File: src/rtl/ahb_manager.sv
// AHB-Lite manager: converts a valid/ready request stream into pipelined
// single NONSEQ transfers and returns one in-order response per request.
// An address-phase slot (A) and a data-phase slot (D) overlap, so zero-wait
// transfers sustain one per cycle. Misaligned requests are failed locally
// but still pass through both slots, which keeps responses in order.
module ahb_manager #(
    parameter int ADDR_W      = 32,
    parameter int DATA_W      = 32,
    parameter bit CHECK_ALIGN = 1'b1
) (
    input  logic              clk,
    input  logic              rst,
    // core-side request stream
    input  logic              req_valid,
    output logic              req_ready,
    input  logic [ADDR_W-1:0] req_addr,
    input  logic              req_write,
    input  logic [1:0]        req_size,
    input  logic [DATA_W-1:0] req_wdata,
    // in-order response stream
    output logic              resp_valid,
    output logic [DATA_W-1:0] resp_rdata,
    output logic              resp_err,
    output logic              busy,
    // AHB-Lite manager side
    output logic [ADDR_W-1:0] haddr,
    output logic [1:0]        htrans,
    output logic [1:0]        hsize,
    output logic              hwrite,
    output logic [DATA_W-1:0] hwdata,
    input  logic [DATA_W-1:0] hrdata,
    input  logic              hready,
    input  logic              hresp
);

    localparam logic [1:0] HTRANS_IDLE   = 2'b00;
    localparam logic [1:0] HTRANS_NONSEQ = 2'b10;

    // What a pipeline slot holds: nothing, a real bus transfer, or a
    // request already failed locally that only needs its error response.
    typedef enum logic [1:0] {
        KIND_NONE   = 2'd0,
        KIND_BUS    = 2'd1,
        KIND_LOCERR = 2'd2
    } kind_e;

    // address-phase slot
    kind_e             a_kind;
    logic [ADDR_W-1:0] a_addr;
    logic [1:0]        a_size;
    logic              a_write;
    logic [DATA_W-1:0] a_wdata;

    // data-phase slot
    kind_e             d_kind;
    logic              d_write;
    logic [DATA_W-1:0] d_wdata;

    logic req_accept;
    logic req_misaligned;
    logic loc_fail;
    logic a_is_bus;

    // Requests are taken only when the bus pipeline advances; never in reset.
    assign req_ready  = hready & ~rst;
    assign req_accept = req_valid & req_ready;

    // Classify the incoming request as misaligned or unsupported size.
    // NOTE: every always_comb output gets a default first so no path infers a latch.
    always_comb begin
        req_misaligned = 1'b0;
        case (req_size)
            2'b01:   req_misaligned = req_addr[0];
            2'b10:   req_misaligned = |req_addr[1:0];
            2'b11:   req_misaligned = 1'b1;
            default: req_misaligned = 1'b0;
        endcase
    end

    assign loc_fail = CHECK_ALIGN & req_misaligned;

    // Address-phase slot: loads the accepted request (or empties) when hready=1.
    // NOTE: sequential state uses non-blocking assignments so every register samples pre-edge values.
    always_ff @(posedge clk or posedge rst) begin
        if (rst) begin
            a_kind  <= KIND_NONE;
            a_addr  <= '0;
            a_size  <= '0;
            a_write <= 1'b0;
            a_wdata <= '0;
        end else if (hready) begin
            if (req_accept) begin
                a_kind  <= loc_fail ? KIND_LOCERR : KIND_BUS;
                a_addr  <= req_addr;
                a_size  <= req_size;
                a_write <= req_write;
                a_wdata <= req_wdata;
            end else begin
                a_kind  <= KIND_NONE;
                a_addr  <= '0;
                a_size  <= '0;
                a_write <= 1'b0;
                a_wdata <= '0;
            end
        end
    end

    // Data-phase slot: takes over whatever was in the address phase when hready=1.
    always_ff @(posedge clk or posedge rst) begin
        if (rst) begin
            d_kind  <= KIND_NONE;
            d_write <= 1'b0;
            d_wdata <= '0;
        end else if (hready) begin
            d_kind  <= a_kind;
            d_write <= a_write;
            d_wdata <= a_wdata;
        end
    end

    // Response register: one-cycle pulse after the data phase completes.
    always_ff @(posedge clk or posedge rst) begin
        if (rst) begin
            resp_valid <= 1'b0;
            resp_err   <= 1'b0;
            resp_rdata <= '0;
        end else if (hready && (d_kind != KIND_NONE)) begin
            resp_valid <= 1'b1;
            resp_err   <= (d_kind == KIND_LOCERR) | hresp;
            resp_rdata <= ((d_kind == KIND_BUS) && !d_write && !hresp) ? hrdata : '0;
        end else begin
            resp_valid <= 1'b0;
            resp_err   <= 1'b0;
            resp_rdata <= '0;
        end
    end

    // Only a real bus transfer is shown on the address bus; all else reads as IDLE with zeros.
    assign a_is_bus = (a_kind == KIND_BUS);
    assign htrans   = a_is_bus ? HTRANS_NONSEQ : HTRANS_IDLE;
    assign haddr    = a_is_bus ? a_addr  : '0;
    assign hsize    = a_is_bus ? a_size  : '0;
    assign hwrite   = a_is_bus ? a_write : 1'b0;
    assign hwdata   = ((d_kind == KIND_BUS) && d_write) ? d_wdata : '0;
    assign busy     = (a_kind != KIND_NONE) | (d_kind != KIND_NONE);

endmodule

File: config.mk
export PLATFORM = sky130hd
export DESIGN_NAME = ahb_manager
export DESIGN_NICKNAME = d
export VERILOG_FILES = /design/src/rtl/ahb_manager.sv
export SDC_FILE = /design/constraint.sdc
export NUM_CORES = 1
export LEC_CHECK = 0
export ABC_AREA = 0
export BUFFER_PORTS_ARGS = -buffer_cell sky130_fd_sc_hd__buf_2
export CORE_MARGIN = 5
export CORE_UTILIZATION = 52
export CTS_CLUSTER_SIZE = 14
export DETAILED_ROUTE_END_ITERATION = 12
export GPL_TIMING_DRIVEN = 0
export HOLD_SLACK_MARGIN = 0.1
export PLACE_DENSITY = 0.87
export SLEW_MARGIN = 20
export SYNTH_ARGS = -nofsm -noshare
export SYNTH_HDL_FRONTEND = slang
export SYNTH_SLANG_ARGS = --single-unit
File: constraint.sdc
create_clock -name clk -period 11.82 [get_ports clk]
set_input_delay 2.364 -clock clk [delete_from_list [all_inputs] [get_ports clk]]
set_output_delay 2.364 -clock clk [all_outputs]
set_load 0.01 [all_outputs]
==> run_results.csv <==
group,metric,value,unit
worst_setup_path,worstPathMaxFanout,10,
timing,slew_headroom,54.8,%
timing,min_period_over_period,43.7,%
clocking,clk_latency,0.52,ns
clocking,cts_tree,"built",
pwr,power.ir.vdd_worst,103,uV
route,drt-initial-drc-count,132,
timing,setup_viol,0,
synth,synth_cell_types,21,
worst_setup_path,regToRegStartpoint,"d_kind[1]",
clocking,clk_pin_slew,0.05,ns
route,drtAntennaViolNets,0,
die,fp.dieArea,12400,um2
timing,drv_slew,0,
synth,synth-edff-count,0,
clocking,clock-sinks,138,
route,vias_per_cell,5.11,
die,initial_core_util,52.5,%
die,die_width,111,um
worst_setup_path,crit_type,"primary input to primary output",
global_route,grt_max_degree,74,
worst_setup_path,r2r_cells,4,
worst_setup_path,rrSetupSlack,10.34,ns
route,wire_per_inst,17.8,um
die,num_rows,37,
clocking,post-cts-setup-buffers,0,
die,core,10200,um2
clocking,clockBufferDepth,2,
clocking,cts_resized,0,
clocking,numCtsBuffers,17,
global_route,antenna_found_initial,0,
synth,syn-cell-area,5350,um2
final_layout,nets,721,
timing,finalSetupTns,0,ns
route,firstDrtPassIters,4,
timing,fin_crit,5.17,ns
timing,grt_setup_unrepaired,"no",
pwr,powerDensity,157,nW/um2
worst_hold_path,hold_class,"flop to flop",
final_layout,layout-drive-gt1-share,45.6,%
timing,finClkSkew,0.00462,ns
route,wl,13600,um
final_layout,fin_area,7190,um2
route,vias,3912,
worst_setup_path,cp.arrival,2.80,ns
worst_setup_path,r2r_end,"resp_rdata[4]",
synth,synth_area_per_cell,13.7,um2
synth,synth_ff_type,"dfrtp_1",
placed_design,port_buffers,206,
worst_hold_path,hp-start,"d_wdata[12]",
run,maxCapViolations,0,
placed_design,gp_congestion,0.846,
synth,synthCells,391,
worst_setup_path,critPathCaptureType,"primary output",
placed_design,hpwl,9920,um
pwr,cellLeakagePower,4.01,nW
worst_hold_path,hold_depth,1,
global_route,overflow,0,
die,io_pins,209,
synth,synth_top_area_share,64.6,%
clocking,htree_levels,4,
final_layout,area_delta_synth_final,34.4,%
synth,ys_warn_count,0,
worst_hold_path,min_to,"d_wdata[12]",
timing,tightest_slew,0.677,ns
synth,ys_ff_latch,138,
clocking,cts_root_buffer,"clkbuf_8",
worst_setup_path,start_kind,"primary input",
worst_setup_path,cp.required,9.46,ns
synth,synth_area_leaders,"dfrtp_1, and2_1, a22o_1",
global_route,grt_pass1_vias,4314,
global_route,grt_pass1_wl,22300,um
synth,synth_fp_nets,495,
placed_design,postPlaceCellArea,6580,um2
status,status,"finished clean",
clocking,cts_hold_buf,0,
synth,ys_async_sr_fraction,100,%
timing,hold_violations,0,
die,die_y,111,um
global_route,grt_use_total,23.0,%
route,drc,0,
synth,synth_top_area_cell,"dfrtp_1",
final_layout,fill_cells,716,
synth,seq_area_frac_synth,64.6,%
timing,fmax,194,MHz
-- layout make-up --
type | count | area, um2 | area share (%)
Sequential cell | 138 | 3450 | 48.1
Multi-Input combinational cell | 220 | 1720 | 24.0
Timing Repair Buffer | 207 | 1060 | 14.7
Clock buffer | 23 | 457 | 6.36
Tap cell | 136 | 170 | 2.37
Buffer | 30 | 160 | 2.23
Clock inverter | 8 | 143 | 1.99
Inverter | 3 | 18.8 | 0.261
Antenna cell | 1 | 2.50 | 0.0348
-- state kept, by name, summed over array words and instances (netlist names) --
name and cells:
a_addr 32, a_wdata 32, d_wdata 32, resp_rdata 32, a_kind 2, a_size 2, d_kind 2, a_write 1
d_write 1, resp_err 1, resp_valid 1
-- logic make-up (layout without fill, tap and decap cells) --
| kind of cell | count (synthesis) | count (layout) | share of synthesized area [%] |
|---|---|---|---|
| flops | 138 | 138 | 64.6 |
| simple gates | 114 | 114 | 13.4 |
| compound gates | 70 | 70 | 11.4 |
| mux | 35 | 35 | 7.37 |
| buf+inv | 33 | 271 | 3.21 |
| other cells | 1 | 2 | 0.0701 |
-- metal layers --
metal | global-route usage [%] | part of all wire [%]
met5 | 0 | 0
met2 | 37.4 | 49
met4 | 10.1 | 2.4
met3 | 9.24 | 8.8
met1 | 27.0 | 39
-- synth_stat cells, types with 2 or more instances --
library cell,n
a22o_1,68
and2_1,100
buf_2,8
buf_4,2
buf_6,4
clkbuf_1,15
dfrtp_1,138
inv_1,2
mux2_2,35
nand2_1,2
nor2_1,5
nor2b_1,2
nor3_1,2
-- worst max-delay path by stage --
stage / startpoint / to / slack [ns]
floorplan: rst / a_addr[0] / 5.76
global placement: rst / resp_rdata[6] / 4.49
detailed placement: hready / req_ready / 6.65
CTS: hready / req_ready / 6.65
global route: hready / req_ready / 6.62
finish: hready / req_ready / 6.65
-- power by group --
group          internal [mW]  switching, mW  total, mW
clock                  0.352          0.185      0.536
sequential             0.497         0.0123      0.509
combinational         0.0407         0.0416     0.0823
total                  0.889          0.239       1.13
-- critical path, cell delays in order --
cell     delay (ns)
buf_6          0.12
nor2b_4        0.17
buf_2          0.14
-- through the flow --
step	instances	worst slack [ns]	util, %	hold slack (ns)	power [mW]
3_3_place_gp	733	4.49	64.3	0.480	0.594
2_1_floorplan	391	5.76	-	0.467	0.561
6_report	766	6.65	70.6	0.499	1.13
5_1_grt	765	6.62	70.5	0.512	1.18
3_5_place_dp	734	6.65	64.6	0.487	0.600
4_1_cts	765	6.65	70.5	0.499	1.14
-- cell usage in the layout, fill, tap and decap left out, drive strengths merged --
cell type	instances
and2	100
o2bb2ai	1
nor2	5
mux2	35
dfrtp	138
buf	222
bufinv	4
inv	3
nand2	2
nor2b	3
a21oi	1
nor4	1
clkbuf	38
diode	1
conb	1
nand2b	1
nor3	2
clkinvlp	1
a22o	68
clkinv	3
Power figures use the tool's default switching activity.
